==> src/rtl/flappy_pkg.sv <==
// Shared constants for the flappy game datapath: state encodings, screen size
// and coordinate width used by the physics, collision and render blocks.
package flappy_pkg;
    localparam int COORD_W = 10;
    typedef logic [COORD_W-1:0] coord_t;

    localparam logic [2:0] QInitial = 3'b001;
    localparam logic [2:0] QRun     = 3'b010;
    localparam logic [2:0] QHit     = 3'b100;

    localparam int DEF_SCREEN_W = 640;
    localparam int DEF_SCREEN_H = 480;
endpackage

==> src/rtl/pipe_lfsr.sv <==
// Free-running 8-bit Fibonacci LFSR (x^8+x^6+x^5+x^4+1) supplying pipe gap offsets.
module pipe_lfsr #(
    parameter logic [7:0] SEED = 8'hA5
) (
    input  logic       Clk,
    input  logic       reset,
    output logic [7:0] o_Value
);
    logic [7:0] r_Lfsr;
    logic       w_Feedback;

    assign w_Feedback = r_Lfsr[7] ^ r_Lfsr[5] ^ r_Lfsr[4] ^ r_Lfsr[3];
    assign o_Value    = r_Lfsr;

    always_ff @(posedge Clk or posedge reset) begin
        if (reset) begin
            r_Lfsr <= SEED;
        end else begin
            r_Lfsr <= {r_Lfsr[6:0], w_Feedback};
        end
    end
endmodule

==> src/rtl/pipe_collision.sv <==
// Scrolling pipe pair, bird/pipe collision detection and score keeping.
// Optional build macro FLOOR_COLLIDE_EN makes touching the floor end the round.
module pipe_collision
    import flappy_pkg::*;
#(
    parameter int         PIPE_WIDTH   = 40,
    parameter int         GAP_HEIGHT   = 120,
    parameter int         SCROLL_SPEED = 2,
    parameter int         SCREEN_W     = DEF_SCREEN_W,
    parameter int         SCREEN_H     = DEF_SCREEN_H,
    parameter int         GAP_MIN      = 40,
    parameter logic [7:0] LFSR_SEED    = 8'hA5
) (
    input  logic               Clk,
    input  logic               reset,
    input  logic               Start,
    input  logic               Ack,
    input  logic               FrameTick,
    input  logic [COORD_W-1:0] Bird_X_L,
    input  logic [COORD_W-1:0] Bird_X_R,
    input  logic [COORD_W-1:0] Bird_Y_T,
    input  logic [COORD_W-1:0] Bird_Y_B,
    output logic [COORD_W-1:0] Pipe_X_L,
    output logic [COORD_W-1:0] Pipe_X_R,
    output logic [COORD_W-1:0] Gap_Y_T,
    output logic [COORD_W-1:0] Gap_Y_B,
    output logic [7:0]         Score,
    output logic               Stop,
    output logic               q_Initial,
    output logic               q_Run,
    output logic               q_Hit
);
    localparam coord_t X_L_INIT  = coord_t'(SCREEN_W);
    localparam coord_t X_R_INIT  = coord_t'(SCREEN_W + PIPE_WIDTH);
    localparam coord_t SPEED     = coord_t'(SCROLL_SPEED);
    localparam coord_t GAP_H     = coord_t'(GAP_HEIGHT);
    localparam coord_t GAP_LO    = coord_t'(GAP_MIN);
    localparam coord_t FLOOR_Y   = coord_t'(SCREEN_H);
    localparam coord_t GAP_T_RST = 10'd160;
`ifdef FLOOR_COLLIDE_EN
    localparam logic   FLOOR_EN  = 1'b1;
`else
    localparam logic   FLOOR_EN  = 1'b0;
`endif

    logic [2:0] r_State;
    coord_t     r_PipeXL, r_PipeXR, r_GapT, r_GapB;
    logic [7:0] r_Score;
    logic       r_Scored;

    logic [7:0] w_Lfsr;
    coord_t     w_NewGapT, w_NewGapB, w_MovedXL, w_MovedXR;
    logic       w_Overlap, w_OutGap, w_Floor, w_Hit, w_Respawn, w_ScoreNow;

    pipe_lfsr #(.SEED(LFSR_SEED)) u_lfsr (
        .Clk    (Clk),
        .reset  (reset),
        .o_Value(w_Lfsr)
    );

    assign w_NewGapT  = GAP_LO + {2'b00, w_Lfsr};
    assign w_NewGapB  = w_NewGapT + GAP_H;
    assign w_MovedXL  = r_PipeXL - SPEED;
    assign w_MovedXR  = r_PipeXR - SPEED;
    // Respawn before the subtraction could wrap the 10-bit right edge.
    assign w_Respawn  = (r_PipeXR <= SPEED);
    assign w_ScoreNow = !r_Scored && (w_MovedXR < Bird_X_L);

    assign w_Overlap = (Bird_X_R > r_PipeXL) && (Bird_X_L < r_PipeXR);
    assign w_OutGap  = (Bird_Y_T < r_GapT) || (Bird_Y_B > r_GapB);
    assign w_Floor   = FLOOR_EN && (Bird_Y_B >= FLOOR_Y);
    assign w_Hit     = (w_Overlap && w_OutGap) || w_Floor;

    always_ff @(posedge Clk or posedge reset) begin
        if (reset) begin
            r_State  <= QInitial;
            r_PipeXL <= X_L_INIT;
            r_PipeXR <= X_R_INIT;
            r_GapT   <= GAP_T_RST;
            r_GapB   <= GAP_T_RST + GAP_H;
            r_Score  <= 8'd0;
            r_Scored <= 1'b0;
        end else begin
            case (r_State)
                QInitial: begin
                    r_PipeXL <= X_L_INIT;
                    r_PipeXR <= X_R_INIT;
                    if (Start) begin
                        r_State  <= QRun;
                        r_Score  <= 8'd0;
                        r_Scored <= 1'b0;
                        r_GapT   <= w_NewGapT;
                        r_GapB   <= w_NewGapB;
                    end
                end
                QRun: begin
                    // A hit in the same cycle as a frame tick freezes the pipe.
                    if (w_Hit) begin
                        r_State <= QHit;
                    end else if (FrameTick) begin
                        if (w_Respawn) begin
                            r_PipeXL <= X_L_INIT;
                            r_PipeXR <= X_R_INIT;
                            r_GapT   <= w_NewGapT;
                            r_GapB   <= w_NewGapB;
                            r_Scored <= 1'b0;
                        end else begin
                            r_PipeXL <= w_MovedXL;
                            r_PipeXR <= w_MovedXR;
                            if (w_ScoreNow) begin
                                r_Score  <= (r_Score == 8'hFF) ? r_Score : r_Score + 8'd1;
                                r_Scored <= 1'b1;
                            end
                        end
                    end
                end
                QHit: begin
                    if (Ack) begin
                        r_State  <= QInitial;
                        r_PipeXL <= X_L_INIT;
                        r_PipeXR <= X_R_INIT;
                    end
                end
                default: begin
                    r_State <= QInitial;
                end
            endcase
        end
    end

    assign Pipe_X_L  = r_PipeXL;
    assign Pipe_X_R  = r_PipeXR;
    assign Gap_Y_T   = r_GapT;
    assign Gap_Y_B   = r_GapB;
    assign Score     = r_Score;
    assign Stop      = (r_State == QHit);
    assign q_Initial = (r_State == QInitial);
    assign q_Run     = (r_State == QRun);
    assign q_Hit     = (r_State == QHit);
endmodule

==> config.mk <==
export PLATFORM = sky130hd
export DESIGN_NAME = pipe_collision
export DESIGN_NICKNAME = d
export VERILOG_FILES = /design/src/rtl/flappy_pkg.sv /design/src/rtl/pipe_lfsr.sv /design/src/rtl/pipe_collision.sv
export SDC_FILE = /design/constraint.sdc
export NUM_CORES = 1
export LEC_CHECK = 0
export ABC_AREA = 1
export CAP_MARGIN = 10
export CORE_MARGIN = 3
export CORE_UTILIZATION = 45
export CTS_BUF_LIST = sky130_fd_sc_hd__clkbuf_2
export DETAILED_ROUTE_END_ITERATION = 10
export PLACE_DENSITY = 0.76
export SYNTH_ARGS = -nofsm -noshare
export SYNTH_HDL_FRONTEND = slang
export SYNTH_SLANG_ARGS = --single-unit
==> constraint.sdc <==
create_clock -name Clk -period 2.6 [get_ports Clk]
set_input_delay 0.52 -clock Clk [delete_from_list [all_inputs] [get_ports Clk]]
set_output_delay 0.52 -clock Clk [all_outputs]
set_load 0.01 [all_outputs]
==> results of run 1 <==
[where the power goes]
part	internal [mW]	total (mW)	switching [mW]	leakage, nW
logic	1.60	3.67	2.07	2.06
registers	1.08	1.32	0.232	0.681
clock network	0.0666	0.339	0.272	0.0270
total	2.76	5.33	2.57	2.77
[path summary, 6_finish.rpt]
kind	cells after the start	from	slack, ps	end
max	17	Pipe_X_R[2]	-140	Score[6]
min	3	reset	380	Gap_Y_B[9]
max reg2reg	17	Pipe_X_R[2]	-140	Score[6]
min reg2reg	0	u_lfsr.o_Value[1]	410	u_lfsr.o_Value[2]
max in group asynchronous	3	reset	1900	Pipe_X_L[7]
min in group Clk	0	u_lfsr.o_Value[1]	410	u_lfsr.o_Value[2]
[what timing repair did]
item                                    in CTS  in global routing
buffers inserted                             5                  4
pin swaps                                   11                 10
resized for setup                            7                  7
endpoints found under the setup margin       9                 10
[cell usage after synthesis (2+ instances only)]
master	number
o21a_1	3
nand2_2	2
xnor2_1	6
nand2_1	160
dfrtp_1	38
xor2_1	10
buf_4	10
inv_2	7
o21bai_1	2
nand4_4	2
o21ai_2	2
nand3_1	39
nor4_1	2
a21oi_1	22
buf_2	6
ha_1	49
nor3_1	6
o21ai_0	6
or2_2	2
nand4_1	31
buf_6	4
dfstp_2	16
or2_1	2
inv_1	85
nor2_2	5
nor2_1	33
[per-stage QoR]
stage | util | hold slack, ps
final | 0.627 | 384
after CTS | 0.619 | 380
after detailed placement | 0.606 | 373
after floorplan | - | 355
after global routing | 0.627 | 368
after global placement | 0.606 | 359
[layer usage]
metal / global-route usage / up-vias / wire length (µm)
met1: 0.284 / 1833 / 4870
met4: 0.0598 / 0 / 189
met2: 0.327 / 111 / 5160
li1: - / 2048 / -
met3: 0.0241 / 18 / 514
met5: 0 / - / 0
[worst register-to-register path: cells and delay by family (launching register included)]
| family | cells | cell delay, ps |
|---|---|---|
| simple gates | 9 | 980 |
| compound gates | 2 | 380 |
| xor+xnor | 1 | 200 |
| fa+ha+maj | 2 | 370 |
| buf+inv | 3 | 240 |
| flops | 1 | 480 |
[final cells by class]
type	instances	share of cell area
clock buffer	5	0.00445
clock inverter	3	0.00356
inverter	92	0.0623
multi-input combinational	404	0.445
sequential	54	0.244
tap	126	0.0280
timing repair buffer	125	0.213
[registers in the layout (all words and copies together) (netlist names)]
name,cells
u_lfsr.o_Value,8
Score,8
Gap_Y_T,6
r_Scored,1
Pipe_X_R,9
r_State,3
Gap_Y_B,10
Pipe_X_L,9
[cells by family (layout without fill, tap and decap cells)]
logic type,after synthesis,count (layout),synth area share
AO/OA/AOI/OAI,42,42,0.0604
adder cells (fa/ha/maj),49,49,0.144
buffers and inverters,112,225,0.116
XOR/XNOR,16,16,0.0328
other,1,3,0.000878
AND/OR/NAND/NOR,294,294,0.325
flip-flops,54,54,0.321
==> impl_metrics.toml, run 1 <==
[status]
status = "finished with violations"
violations = "negative setup slack"

[finish]
fin_cells = 809
final_area_um2 = 5630
layout_common_cells = "156 x nand2_1, 93 x clkdlybuf4s50_1, 82 x inv_1"
final_nets = 776
final_common_cell = "nand2_1"
regArea_um2 = 1370
diodes = 0
multi_input_area_um2 = 2500
syn_to_final_growth_pct = 31.8
fillerInstances = 793
drive_gt1_frac = 0.148

[die]
die_w_um = 103
dieArea_um2 = 10700
initial_core_util = 0.476
fp.dieH_um = 103
core_area_um2 = 8980
rows = 34
io_pins = 97

[placement]
io_buffers = 93
place_area_um2 = 5440
hpwl_um = 8230
dp.cells = 792
gp_congestion = 0.846
dp_slack_ps = -129

[route]
post_drt_wl_per_cell_um = 13.3
firstDrtPassIters = 5
initialDrtViolationCount = 212
num_vias = 4010
via_per_inst = 4.96
detail-route-antenna-nets = 0
finalWirelength_um = 10700
drc = 0

[job]
cap_violations = 0

[setup_path]
start_kind = "register"
worst-path-buf-inv = 3
crit_family = "simple AND/OR/NAND/NOR gates"
arrival_ps = 3090
crit_top_cell = "nand2_1"
critPathKind = "reg2reg"
crit_path_cell_trace = "inv_2, ha_4, nand3_2, nor2_1, nand2_1, nor3_2, xor2_1, inv_1, ha_4, nand2_4, inv_1, a21oi_2, nand4_1, o21ai_4, nand4_4, nand2_1, nand2_1"
cp.required_ps = 2960
endpoint_kind = "register"
cp_max_fo = 8
slowest_delay_ps = 480
cp_slowest_cell = "dfrtp_1"

[synthesis]
ys_warn_count = 0
avgSynthCellArea_um2 = 7.52
synth_area_um2 = 4270
async_flop_share = 1.00
syn_inst = 568
synth_area_leaders = "dfrtp_1 22%, ha_1 14%, nand2_1 14%"
ys_seq_area_frac = 0.321
synth_top_area_cell = "dfrtp_1"
synth_seq_cells = 54
synth_top_area_frac = 0.223
synth_edf_count = 0
synth_cell_types = 44
synth_ff_type = "dfrtp_1"

[clocking]
cts_buffer_depth = 2
htree_levels = 2
clk_latency_ps = 450
cts_buffers = 5
cts_sinks = 54
postCtsHoldBufs = 0
cts_root_buffer = "clkbuf_2"
cts_tree = "yes"
cts.clk_slew.worst_paths_ps = 280

[power]
ir_drop_mv = 0.522
power_density_nw_per_um2 = 947
power_mw = 5.33
leakagePower_nw = 2.77

[grt]
grt_first_pass_wirelength_um = 17400
grt_max_degree = 55
grt_overflow = 0
grt_use_total = 0.202
antenna_found_initial = 0
grt_pass1_vias = 3767

[worst_hold_path]
hold_class = "in2async"

[sta]
min_period_ps = 2740
setup_ws_ps = -138
hold_viol_final = 0
finClkSkew_ps = 28.4
setup-violations-final = 9
slew_violations = 0
tns_ps = -829
finalCritPeriodShare = 1.05
max_clock_freq_mhz = 365
rsz0062_at_grt = "yes"
Power figures use the tool's default switching activity.
==> inputs of run 2 (changes only) <==
--- a/config.mk
+++ b/config.mk
@@ -11,6 +11,7 @@
 export CORE_UTILIZATION = 45
 export CTS_BUF_LIST = sky130_fd_sc_hd__clkbuf_2
 export DETAILED_ROUTE_END_ITERATION = 10
+export MAX_ROUTING_LAYER = met4
 export PLACE_DENSITY = 0.76
 export SYNTH_ARGS = -nofsm -noshare
 export SYNTH_HDL_FRONTEND = slang
==> impl_metrics.toml, run 2 (synthesis gave the netlist of run 1 again) <==
[status]
status = "finished with violations"
violations = "negative setup slack"

[grt]
grt_pass1_vias = 3770
grt_max_degree = 55
grt_first_pass_wirelength_um = 17300
grt_overflow = 0
grt_use_total = 0.208
antenna_found_initial = 0

[sta]
setup-violations-final = 9
finClkSkew_ps = 33.1
finalCritPeriodShare = 1.05
min_period_ps = 2740
max_clock_freq_mhz = 365
setup_ws_ps = -139
hold_slack_ps = 379
slew_violations = 0
hold_viol_final = 0
rsz0062_at_grt = "yes"

[route]
initialDrtViolationCount = 253
firstDrtPassIters = 5
post_drt_wl_per_cell_um = 13.3
finalWirelength_um = 10700
drc = 0
detail-route-antenna-nets = 0
via_per_inst = 4.97
num_vias = 4019

[finish]
finalCoreUtilization = 0.627
fillerInstances = 793
multi_input_area_um2 = 2500
final_common_cell = "nand2_1"
regArea_um2 = 1370
layout_common_cells = "156 x nand2_1, 93 x clkdlybuf4s50_1, 82 x inv_1"
drive_gt1_frac = 0.148
final_nets = 776
diodes = 0
largest_register_ffs = 10
syn_to_final_growth_pct = 31.8

[job]
cap_violations = 0

[setup_path]
reg2reg_slack_ps = -140
crit_family = "simple AND/OR/NAND/NOR gates"
critPathKind = "reg2reg"
start_kind = "register"
crit_top_cell = "nand2_1"
crit_path_cell_trace = "inv_2, ha_4, nand3_2, nor2_1, nand2_1, nor3_2, xor2_1, inv_1, ha_4, nand2_4, inv_1, a21oi_2, nand4_1, o21ai_4, nand4_4, nand2_1, nand2_1"
arrival_ps = 3100
r2r_end = "Score[6]"
reg2reg_depth = 17
endpoint_kind = "register"
r2r_start = "Pipe_X_R[2]"
cp.required_ps = 2960
cp_max_fo = 8
worst-path-buf-inv = 3
cp_slowest_cell = "dfrtp_1"
slowest_delay_ps = 480

[power]
leakagePower_nw = 2.77
ir_drop_mv = 0.521
power_density_nw_per_um2 = 947
p_int_mw = 2.76
power_mw = 5.33
p_clk_frac = 0.064
switching_share = 0.483
p_seq_frac = 0.247
p_comb_frac = 0.688
switching_power_mw = 2.57

[die]
core_area_um2 = 8980
initial_core_util = 0.476
fp.dieH_um = 103
die_w_um = 103
io_pins = 97
dieArea_um2 = 10700
rows = 34

[placement]
gp_congestion = 0.859
hpwl_um = 8230
io_buffers = 93

[clocking]
cts_tree = "yes"
clk_latency_ps = 450
postCtsHoldBufs = 0
cts.clk_slew.worst_paths_ps = 290
cts_root_buffer = "clkbuf_2"
cts_buffers = 5
cts_buffer_depth = 2
htree_levels = 2
cts_sinks = 54

[worst_hold_path]
hold_class = "in2async"
[run 2: cell counts in the layout (fill, tap and decap cells not counted)]
No cell type changed its count.
[run 2: final cells by class]
| class | instances | area share |
|---|---|---|
| Multi-Input combinational cell | 404 | 0.445 |
| Sequential cell | 54 | 0.244 |
| Timing Repair Buffer | 125 | 0.213 |
| Inverter | 92 | 0.0623 |
| Tap cell | 126 | 0.0280 |
| Clock buffer | 5 | 0.00445 |
| Clock inverter | 3 | 0.00356 |
[run 2: through the flow]
step | instance area [µm²] | TNS [ps] | worst slack, ps | std cells
floorplan | 4300 | -148 | -20.0 | 570
global placement | 5440 | -604 | -49.7 | 792
detailed placement | 5440 | -2120 | -129 | 792
CTS | 5560 | -917 | -124 | 805
global route | 5630 | -2670 | -324 | 809
finish | 5630 | -909 | -139 | 809
[run 2: worst max-delay path by stage]
stage | start | endpoint | slack [ps] | depth (start not counted)
final | Pipe_X_R[2] | Score[6] | -140 | 17
after global routing | Pipe_X_R[2] | Score[6] | -320 | 17
after CTS | Pipe_X_R[2] | Score[6] | -120 | 17
after detailed placement | Pipe_X_R[2] | Score[3] | -130 | 17
after global placement | Bird_Y_B[9] | Gap_Y_B[5] | -50 | 12
after floorplan | Pipe_X_R[1] | Score[1] | -20 | 17
[run 2: routing by layer]
metal	global-route usage	up-vias	share of wire
met5	-	-	0
met4	0.0598	0	0.022
met3	0.0228	26	0.047
met2	0.326	120	0.47
met1	0.285	1833	0.46
li1	-	2040	-
[run 2: power by group through the flow]
stage / sequential, mW / clock [mW] / combinational, mW
5_1_grt: 1.35 / 0.391 / 4.10
3_5_place_dp: 1.33 / 0 / 3.35
6_report: 1.32 / 0.343 / 3.67
2_1_floorplan: 1.37 / 0 / 2.19
3_3_place_gp: 1.32 / 0 / 3.24
4_1_cts: 1.32 / 0.349 / 3.50
[run 2: worst register-to-register path: cells and delay by family, from the launching register on]
family,cells,cell delay [ps]
and+or+nand+nor,9,970
DFF,1,480
AOI/OAI and AO/OA,2,380
adders and majority gates,2,370
buffers and inverters,3,240
xor gates and xnor gates,1,200
[run 2: timing repair]
action,4_1_cts,5_1_grt
gates resized for setup,7,7
buffers inserted,5,4
setup endpoints to repair,9,10
pin swaps,11,10
